$ cat config.mk
export PLATFORM = sky130hd
export DESIGN_NAME = qf_div_flat
export DESIGN_NICKNAME = d
export VERILOG_FILES = /design/src/rtl/qf_div_if.sv /design/src/rtl/qf_div.sv /design/src/flat_wrapper.sv
export SDC_FILE = /design/constraint.sdc
export NUM_CORES = 2
export LEC_CHECK = 0
export BUFFER_PORTS_ARGS = -buffer_cell sky130_fd_sc_hd__buf_2
export CAP_MARGIN = 20
export CORE_ASPECT_RATIO = 0.6
export CORE_UTILIZATION = 51
export CTS_CLUSTER_DIAMETER = 60
export CTS_CLUSTER_SIZE = 16
export DETAILED_ROUTE_END_ITERATION = 16
export PLACE_DENSITY = 0.7
export SLEW_MARGIN = 20
export SYNTH_ARGS = -nofsm -noshare
export SYNTH_HDL_FRONTEND = slang
export SYNTH_SLANG_ARGS = --single-unit
export TNS_END_PERCENT = 5
$ cat constraint.sdc
create_clock -name clk -period 13.6 [get_ports clk]
set_input_delay 0 -clock clk [delete_from_list [all_inputs] [get_ports clk]]
set_output_delay 0 -clock clk [all_outputs]
set_load 0.05 [all_outputs]
$ cat src/rtl/qf_div_if.sv
// Handshake and operand/result bundle for the qf_div quaternion left-divider.
interface qf_div_if #(
    parameter int AW = 16,
    parameter int QW = 32
);
    logic                 start;
    logic signed [AW-1:0] a0, a1, a2, a3;
    logic signed [QW-1:0] q0, q1, q2, q3;
    logic signed [AW-1:0] b0, b1, b2, b3;
    logic                 busy, done, exact, ovf, dz;

    modport master (
        output start, a0, a1, a2, a3, q0, q1, q2, q3,
        input  b0, b1, b2, b3, busy, done, exact, ovf, dz
    );

    modport slave (
        input  start, a0, a1, a2, a3, q0, q1, q2, q3,
        output b0, b1, b2, b3, busy, done, exact, ovf, dz
    );
endinterface

$ cat src/rtl/qf_div.sv
// Iterative quaternion left-divider: B = conj(A)*Q / |A|^2, one shared multiplier, one restoring divider.
// Define QF_DIV_ROUND_EN for round-to-nearest (ties away from zero) instead of truncation.
module qf_div #(
    parameter int AW = 16,
    parameter int QW = 32
) (
    input  logic     clk,
    input  logic     rst,
    qf_div_if.slave  bus
);
    localparam int PW = AW + QW + 2;
    localparam int NW = 2 * AW + 2;
    localparam int RW = NW + 1;
    localparam int MW = AW + QW;
    localparam int BW = $clog2(PW);

    localparam logic [PW:0] POS_LIM = {{(PW + 2 - AW){1'b0}}, {(AW - 1){1'b1}}};
    localparam logic [PW:0] NEG_LIM = POS_LIM + 1'b1;

    typedef enum logic [2:0] {IDLE, NORM, MAC, DIV, DONE} state_t;

    state_t state_q, state_d;

    logic signed [AW-1:0] a_r   [4];
    logic signed [QW-1:0] q_r   [4];
    logic signed [PW-1:0] num_q [4];
    logic signed [AW-1:0] res_q [4];
    logic signed [AW-1:0] b_q   [4];
    logic [NW-1:0]        norm_q;
    logic [3:0]           cnt_q;
    logic [1:0]           comp_q;
    logic [BW-1:0]        bit_q;
    logic [RW-1:0]        rem_q;
    logic [PW-1:0]        dq_q;
    logic                 exact_w, ovf_w, dz_w;
    logic                 busy_q, done_q, exact_q, ovf_q, dz_q;

    logic accept;
    assign accept = (state_q == IDLE) && bus.start && !done_q;

    // Shared multiplier: squares a_j during NORM, a_j * q_(k^j) during MAC.
    logic signed [AW-1:0] mul_a;
    logic signed [QW-1:0] mul_b;
    logic signed [MW-1:0] prod;
    logic                 prod_neg;

    always_comb begin
        mul_a = a_r[cnt_q[1:0]];
        mul_b = {{(QW - AW){a_r[cnt_q[1:0]][AW-1]}}, a_r[cnt_q[1:0]]};
        if (state_q == MAC)
            mul_b = q_r[cnt_q[3:2] ^ cnt_q[1:0]];
        prod = MW'(mul_a) * MW'(mul_b);
        case (cnt_q)
            4'h5, 4'h6, 4'hA, 4'hB, 4'hD, 4'hF: prod_neg = 1'b1;
            default:                            prod_neg = 1'b0;
        endcase
    end

    logic [NW-1:0]        norm_next;
    logic signed [PW-1:0] term, num_base, num_next;

    always_comb begin
        norm_next = norm_q + prod[NW-1:0];
        term      = {{(PW - MW){prod[MW-1]}}, prod};
        num_base  = (cnt_q[1:0] == 2'd0) ? '0 : num_q[cnt_q[3:2]];
        num_next  = prod_neg ? num_base - term : num_base + term;
    end

    // Restoring division step on |n_k|; a fresh component starts with rem=0.
    logic signed [PW-1:0] num_sel;
    logic [PW-1:0]        mag, dq_in, dq_next;
    logic [RW-1:0]        rem_in, trial, rem_next;
    logic                 qbit;

    always_comb begin
        num_sel  = num_q[comp_q];
        mag      = num_sel[PW-1] ? $unsigned(-num_sel) : $unsigned(num_sel);
        rem_in   = (bit_q == '0) ? '0 : rem_q;
        dq_in    = (bit_q == '0) ? mag : dq_q;
        trial    = {rem_in[RW-2:0], dq_in[PW-1]};
        qbit     = trial >= {1'b0, norm_q};
        rem_next = qbit ? trial - {1'b0, norm_q} : trial;
        dq_next  = {dq_in[PW-2:0], qbit};
    end

    logic                 round_up;
    logic [PW:0]          qmag;
    logic signed [AW-1:0] sat_res;
    logic                 sat_ovf;

    always_comb begin
`ifdef QF_DIV_ROUND_EN
        round_up = {rem_next, 1'b0} >= {2'b00, norm_q};
`else
        round_up = 1'b0;
`endif
        qmag    = {1'b0, dq_next} + {{PW{1'b0}}, round_up};
        sat_ovf = 1'b0;
        if (num_sel[PW-1]) begin
            if (qmag > NEG_LIM) begin
                sat_res = {1'b1, {(AW - 1){1'b0}}};
                sat_ovf = 1'b1;
            end else begin
                sat_res = $signed(-qmag[AW-1:0]);
            end
        end else if (qmag > POS_LIM) begin
            sat_res = {1'b0, {(AW - 1){1'b1}}};
            sat_ovf = 1'b1;
        end else begin
            sat_res = $signed(qmag[AW-1:0]);
        end
    end

    logic div_last;
    assign div_last = (bit_q == BW'(PW - 1));

    always_ff @(posedge clk or negedge rst) begin
        if (!rst) state_q <= IDLE;
        else      state_q <= state_d;
    end

    always_comb begin
        state_d = state_q;
        case (state_q)
            IDLE: if (accept) state_d = NORM;
            NORM: if (cnt_q == 4'd3) state_d = (norm_next == '0) ? DONE : MAC;
            MAC:  if (cnt_q == 4'd15) state_d = DIV;
            DIV:  if (div_last && comp_q == 2'd3) state_d = DONE;
            DONE: state_d = IDLE;
            default: state_d = IDLE;
        endcase
    end

    always_ff @(posedge clk or negedge rst) begin
        if (!rst) begin
            for (int i = 0; i < 4; i++) begin
                a_r[i]   <= '0;
                q_r[i]   <= '0;
                num_q[i] <= '0;
                res_q[i] <= '0;
                b_q[i]   <= '0;
            end
            norm_q  <= '0;
            cnt_q   <= '0;
            comp_q  <= '0;
            bit_q   <= '0;
            rem_q   <= '0;
            dq_q    <= '0;
            exact_w <= 1'b0;
            ovf_w   <= 1'b0;
            dz_w    <= 1'b0;
            busy_q  <= 1'b0;
            done_q  <= 1'b0;
            exact_q <= 1'b0;
            ovf_q   <= 1'b0;
            dz_q    <= 1'b0;
        end else begin
            done_q <= 1'b0;
            case (state_q)
                IDLE: if (accept) begin
                    a_r[0] <= bus.a0; a_r[1] <= bus.a1; a_r[2] <= bus.a2; a_r[3] <= bus.a3;
                    q_r[0] <= bus.q0; q_r[1] <= bus.q1; q_r[2] <= bus.q2; q_r[3] <= bus.q3;
                    norm_q  <= '0;
                    cnt_q   <= '0;
                    comp_q  <= '0;
                    bit_q   <= '0;
                    exact_w <= 1'b0;
                    ovf_w   <= 1'b0;
                    dz_w    <= 1'b0;
                    busy_q  <= 1'b1;
                end
                NORM: begin
                    norm_q <= norm_next;
                    if (cnt_q == 4'd3) begin
                        cnt_q <= '0;
                        dz_w  <= (norm_next == '0);
                    end else begin
                        cnt_q <= cnt_q + 4'd1;
                    end
                end
                MAC: begin
                    num_q[cnt_q[3:2]] <= num_next;
                    cnt_q <= cnt_q + 4'd1;
                    if (cnt_q == 4'd15) begin
                        exact_w <= 1'b1;
                        comp_q  <= '0;
                        bit_q   <= '0;
                    end
                end
                DIV: begin
                    rem_q <= rem_next;
                    dq_q  <= dq_next;
                    if (div_last) begin
                        bit_q         <= '0;
                        comp_q        <= comp_q + 2'd1;
                        res_q[comp_q] <= sat_res;
                        if (sat_ovf)         ovf_w   <= 1'b1;
                        if (rem_next != '0)  exact_w <= 1'b0;
                    end else begin
                        bit_q <= bit_q + 1'b1;
                    end
                end
                DONE: begin
                    // Results publish here, so they stay frozen while the next operation runs.
                    for (int i = 0; i < 4; i++)
                        b_q[i] <= dz_w ? '0 : res_q[i];
                    exact_q <= exact_w;
                    ovf_q   <= ovf_w;
                    dz_q    <= dz_w;
                    busy_q  <= 1'b0;
                    done_q  <= 1'b1;
                end
                default: ;
            endcase
        end
    end

    assign bus.b0    = b_q[0];
    assign bus.b1    = b_q[1];
    assign bus.b2    = b_q[2];
    assign bus.b3    = b_q[3];
    assign bus.busy  = busy_q;
    assign bus.done  = done_q;
    assign bus.exact = exact_q;
    assign bus.ovf   = ovf_q;
    assign bus.dz    = dz_q;
endmodule

$ cat src/flat_wrapper.sv
// flat-port wrapper written by rule: the top's interface ports become plain ports
module qf_div_flat 
#(
    parameter int AW = 16,
    parameter int QW = 32
)
  (clk, rst, bus_start, bus_a0, bus_a1, bus_a2, bus_a3, bus_q0, bus_q1, bus_q2, bus_q3, bus_b0, bus_b1, bus_b2, bus_b3, bus_busy, bus_done, bus_exact, bus_ovf, bus_dz);
  qf_div_if #(.AW(AW), .QW(QW)) bus_i ();
  input  logic clk;
  input  logic rst;
  input wire logic [$bits(bus_i.start)-1:0] bus_start;
  input wire logic [$bits(bus_i.a0)-1:0] bus_a0;
  input wire logic [$bits(bus_i.a1)-1:0] bus_a1;
  input wire logic [$bits(bus_i.a2)-1:0] bus_a2;
  input wire logic [$bits(bus_i.a3)-1:0] bus_a3;
  input wire logic [$bits(bus_i.q0)-1:0] bus_q0;
  input wire logic [$bits(bus_i.q1)-1:0] bus_q1;
  input wire logic [$bits(bus_i.q2)-1:0] bus_q2;
  input wire logic [$bits(bus_i.q3)-1:0] bus_q3;
  output wire logic [$bits(bus_i.b0)-1:0] bus_b0;
  output wire logic [$bits(bus_i.b1)-1:0] bus_b1;
  output wire logic [$bits(bus_i.b2)-1:0] bus_b2;
  output wire logic [$bits(bus_i.b3)-1:0] bus_b3;
  output wire logic [$bits(bus_i.busy)-1:0] bus_busy;
  output wire logic [$bits(bus_i.done)-1:0] bus_done;
  output wire logic [$bits(bus_i.exact)-1:0] bus_exact;
  output wire logic [$bits(bus_i.ovf)-1:0] bus_ovf;
  output wire logic [$bits(bus_i.dz)-1:0] bus_dz;
  assign bus_i.start = bus_start;
  assign bus_i.a0 = bus_a0;
  assign bus_i.a1 = bus_a1;
  assign bus_i.a2 = bus_a2;
  assign bus_i.a3 = bus_a3;
  assign bus_i.q0 = bus_q0;
  assign bus_i.q1 = bus_q1;
  assign bus_i.q2 = bus_q2;
  assign bus_i.q3 = bus_q3;
  assign bus_b0 = bus_i.b0;
  assign bus_b1 = bus_i.b1;
  assign bus_b2 = bus_i.b2;
  assign bus_b3 = bus_i.b3;
  assign bus_busy = bus_i.busy;
  assign bus_done = bus_i.done;
  assign bus_exact = bus_i.exact;
  assign bus_ovf = bus_i.ovf;
  assign bus_dz = bus_i.dz;
  qf_div #(.AW(AW), .QW(QW)) u_core (.clk(clk), .rst(rst), .bus(bus_i));
endmodule
==> impl_results.rst <==
.. list-table::
   :header-rows: 1

   * - Metric
     - Value
   * - Mean routed wirelength per cell
     - 21.99 um
   * - Relative contribution of sequential cells to total power
     - 0.229
   * - Final count of pins violating max slew
     - 0
   * - Post-Place Cell Area
     - 61,100 sq um
   * - Kind of end point of the critical path
     - flip-flop
   * - Number of buffers inserted by port buffering
     - 263
   * - Clock tree from TritonCTS
     - yes
   * - Vias in the first global route
     - 48,640
   * - Fraction of the cycle the final worst path needs
     - 0.9575
   * - Number of iterations in the first detailed-routing pass
     - 8
   * - Area enclosed by the die boundary
     - 115,600 sq um
   * - Die span in x
     - 438.3 um
   * - Post-route cell area
     - 64,700 sq um
   * - Count of state elements after synthesis
     - 661
   * - Cell with the most instances after synthesis
     - nand2_1
   * - Starting utilization of the core area
     - 0.5175
   * - Most Frequent Cell on Critical Path
     - fa_1
   * - Status
     - completed
   * - Number of max-cap violations
     - 0
   * - Type of the worst setup path
     - reg -> reg
   * - Instance count of the mapped netlist
     - 6,572
   * - Total wirelength of the detailed-routed design
     - 184,400 um
   * - GPL Wtd Cong
     - 1.034
   * - Worst-path clk slew
     - 0.08 ns
   * - Worst Tran Pin Value
     - 1.198 ns
   * - Remaining Overflow, GRT
     - 0
   * - Switching portion of total power
     - 0.4821
   * - Top achievable clock speed
     - 76.80 MHz
   * - Ranking of synthesized cells by instance count
     - nand2_1, inv_1, dfrtp_1
   * - Htree depth
     - 2
   * - Worst-path cell with the longest stage delay
     - nor4b_1
   * - Sink Count
     - 661
   * - CP arrival
     - 13.57 ns
   * - Synth Flop Type
     - dfrtp_1
   * - Worst r2r dst
     - u_core.num_q[47]$_DFFE_PN0P_
   * - Residual DRC
     - 0
   * - Syn nets
     - 7,500
   * - Insertion delay of the later-clocked pin in the worst-skew pair
     - 0.69 ns
   * - Worst r2r src
     - u_core.cnt_q[1]$_DFFE_PN0P_
   * - Detail Placement HPWL
     - 140,400 um
   * - Setup TNS
     - 0 ns
   * - Net switching component of the power
     - 4.239 mW
   * - Core Util, Final
     - 0.5748
   * - Flop-to-flop setup slack
     - 0.58 ns
   * - Power Density
     - 135.9 nW/um^2
   * - Pin count of the biggest net entering global routing
     - 153
   * - Static leakage
     - 31.82 nW
   * - Netlist cell types
     - 101
   * - Power share of the clock group
     - 0.175
   * - 1st-iter DRT viols
     - 5,548
   * - Combinational share of power
     - 0.596
   * - Nets@finish
     - 7,787
   * - Top Metal Used
     - met5
   * - Filler instances
     - 9,882
   * - Layout Area Growth over Synthesis
     - 11.08%
   * - Fin crit period
     - 13.02 ns
   * - Met2 WL
     - 73,250 um
   * - Fraction of post-synthesis cell area in the top cell type by area
     - 0.2840
   * - Worst setup skew after layout
     - 0.05808 ns
   * - Mapped Avg Cell Area
     - 8.863 sq um
   * - Row count
     - 95
   * - Startpoint Class
     - flip-flop
   * - Routed via count divided by cell count
     - 5.928
   * - Cell taking the most area after synthesis
     - dfrtp_1
   * - Cell count of the worst reg-to-reg path
     - 38
   * - Die Y
     - 263.8 um
   * - Synth warn
     - 0
   * - Worst slack at placement
     - 0.5670 ns
   * - TritonCTS Buffers
     - 53
   * - Maximum vdd ir drop
     - 0.2293 mV
   * - Total number of vias
     - 49,710
   * - Internal power of the cells
     - 4.555 mW
   * - Total Power Consumption
     - 8.794 mW
   * - Asr flop ratio synth
     - 1.000
   * - Layout cells sized above 1
     - 0.1171
   * - Number of antenna violations at the first check in global routing
     - 5
   * - Wire length of the first global-routing pass
     - 287,600 um
   * - Required time at the worst-slack endpoint
     - 14.14 ns
   * - Setup repair after global routing missed its margin
     - no
   * - Final number of hold-violating endpoints
     - 0
   * - I/O Pins
     - 264
   * - Total global-route track usage
     - 0.3202
   * - Met3 wire len
     - 23,980 um
   * - Clock root cell
     - clkbuf_16
   * - Placeable core region
     - 112,600 sq um
   * - Final worst slack
     - 0.5783 ns
   * - Setup-violating endpoint count in the final report
     - 0
   * - Sequential-to-total area share from yosys stat
     - 0.2840
   * - Post-synthesis instance area
     - 58,250 sq um
   * - Post-synth EDFFs
     - 0
   * - Wl on met1
     - 82,740 um
   * - Critical path fanouts, max
     - 20
   * - Number of buffers on the longest clock path
     - 3
   * - Antenna viol nets, final
     - 0
   * - Top cells by area, synth
     - dfrtp_1, fa_1, nand2_1, mux4_2, ha_1
   * - Tightest Hold Check Type
     - in -> async
   * - Slowest cell delay on critical path
     - 0.69 ns
   * - Slew margin rel.
     - 0.1955
power groups by stage:
stage	Combinational [mW]	Clock, mW	Sequential (mW)
final	5.24	1.54	2.01
after global routing	5.70	1.63	2.02
after CTS	5.06	1.56	2.01
after detailed placement	4.98	0	2.05
after global placement	4.93	0	2.05
after floorplan	3.53	0	2.04
critical path: cells and delay by family (launching register included):
| kind | cells | cell delay [ns] |
|---|---|---|
| adders and majority gates | 8 | 3.76 |
| buffers and inverters | 6 | 1.06 |
| xor gates and xnor gates | 3 | 0.67 |
| muxes | 2 | 0.61 |
| DFF | 1 | 0.57 |
| and+or+nand+nor | 6 | 1.83 |
| AOI/OAI and AO/OA | 13 | 4.34 |
sequential cells by signal, summed over array words and instances (netlist names), 2 cells and up:
signal	flops
u_core.num_q	200
u_core.q_r	128
u_core.a_r	64
u_core.res_q	64
u_core.dq_q	50
u_core.norm_q	34
u_core.rem_q	34
u_core.bus.b0	16
u_core.bus.b1	16
u_core.bus.b2	16
u_core.bus.b3	16
u_core.bit_q	6
u_core.cnt_q	4
u_core.state_q	3
u_core.comp_q	2
worst max path at each step:
stage	startpoint	endpoint	slack (ns)
2_1_floorplan	u_core.cnt_q[2]$_DFFE_PN0P_	u_core.num_q[197]$_DFFE_PN0P_	1.76
3_3_place_gp	u_core.cnt_q[2]$_DFFE_PN0P_	u_core.num_q[97]$_DFFE_PN0P_	0.97
3_5_place_dp	u_core.cnt_q[2]$_DFFE_PN0P_	u_core.num_q[47]$_DFFE_PN0P_	0.57
4_1_cts	u_core.cnt_q[2]$_DFFE_PN0P_	u_core.num_q[47]$_DFFE_PN0P_	0.50
5_1_grt	u_core.cnt_q[0]$_DFFE_PN0P_	u_core.num_q[197]$_DFFE_PN0P_	0.07
6_report	u_core.cnt_q[1]$_DFFE_PN0P_	u_core.num_q[47]$_DFFE_PN0P_	0.58
placed cells by master (no fill, tap or decap), types with 128 or more instances in the layout:
cell	n
dfrtp_1	655
mux4_2	140
buf_2	262
xnor2_1	147
dlygate4sd3_1	193
fa_1	489
nand2_1	1517
o21ai_0	332
mux2_2	128
inv_1	678
nor2_1	402
a21oi_1	229
ha_1	243
cell families after synthesis:
group / Yosys count / share of synthesized area
AO/OA/AOI/OAI: 1021 / 0.1096
XOR/XNOR: 238 / 0.03579
adder cells (fa/ha/maj): 733 / 0.2205
buffers and inverters: 1013 / 0.06620
flip-flops: 661 / 0.2840
multiplexers: 311 / 0.08637
AND/OR/NAND/NOR: 2595 / 0.1976
per-layer routing:
layer  track usage  up-vias
li1              -    22230
met1        0.4949    24710
met2        0.4234     2464
met3        0.1113      299
met4       0.07277        4
met5             0        -
metrics by stage:
stage          hold slack [ns]  cells
6_report               0.01432   8386
5_1_grt                0.03862   8384
3_3_place_gp            0.1138   8107
4_1_cts               0.002219   8373
2_1_floorplan          -0.2956   6572
3_5_place_dp            0.1115   8107
cell type report:
cell class / instances / area, sq um / share of cell area
timing repair buffer: 567 / 4154 / 0.06420
clock inverter: 15 / 193.9 / 0.002997
multi-input combinational: 4898 / 38010 / 0.5874
clock buffer: 58 / 1355 / 0.02094
sequential: 661 / 16550 / 0.2558
tap: 1503 / 1881 / 0.02906
inverter: 678 / 2545 / 0.03933
antenna: 6 / 15.01 / 0.0002320
repair_timing:
| action | CTS | global route |
|---|---|---|
| hold endpoints to repair | 296 | 0 |
| gates resized for setup | 0 | 6 |
| buffers inserted | 0 | 7 |
| hold buffers | 193 | 0 |
| endpoints found under the setup margin | 0 | 32 |
Note: power is estimated with default switching activity, not from simulation.
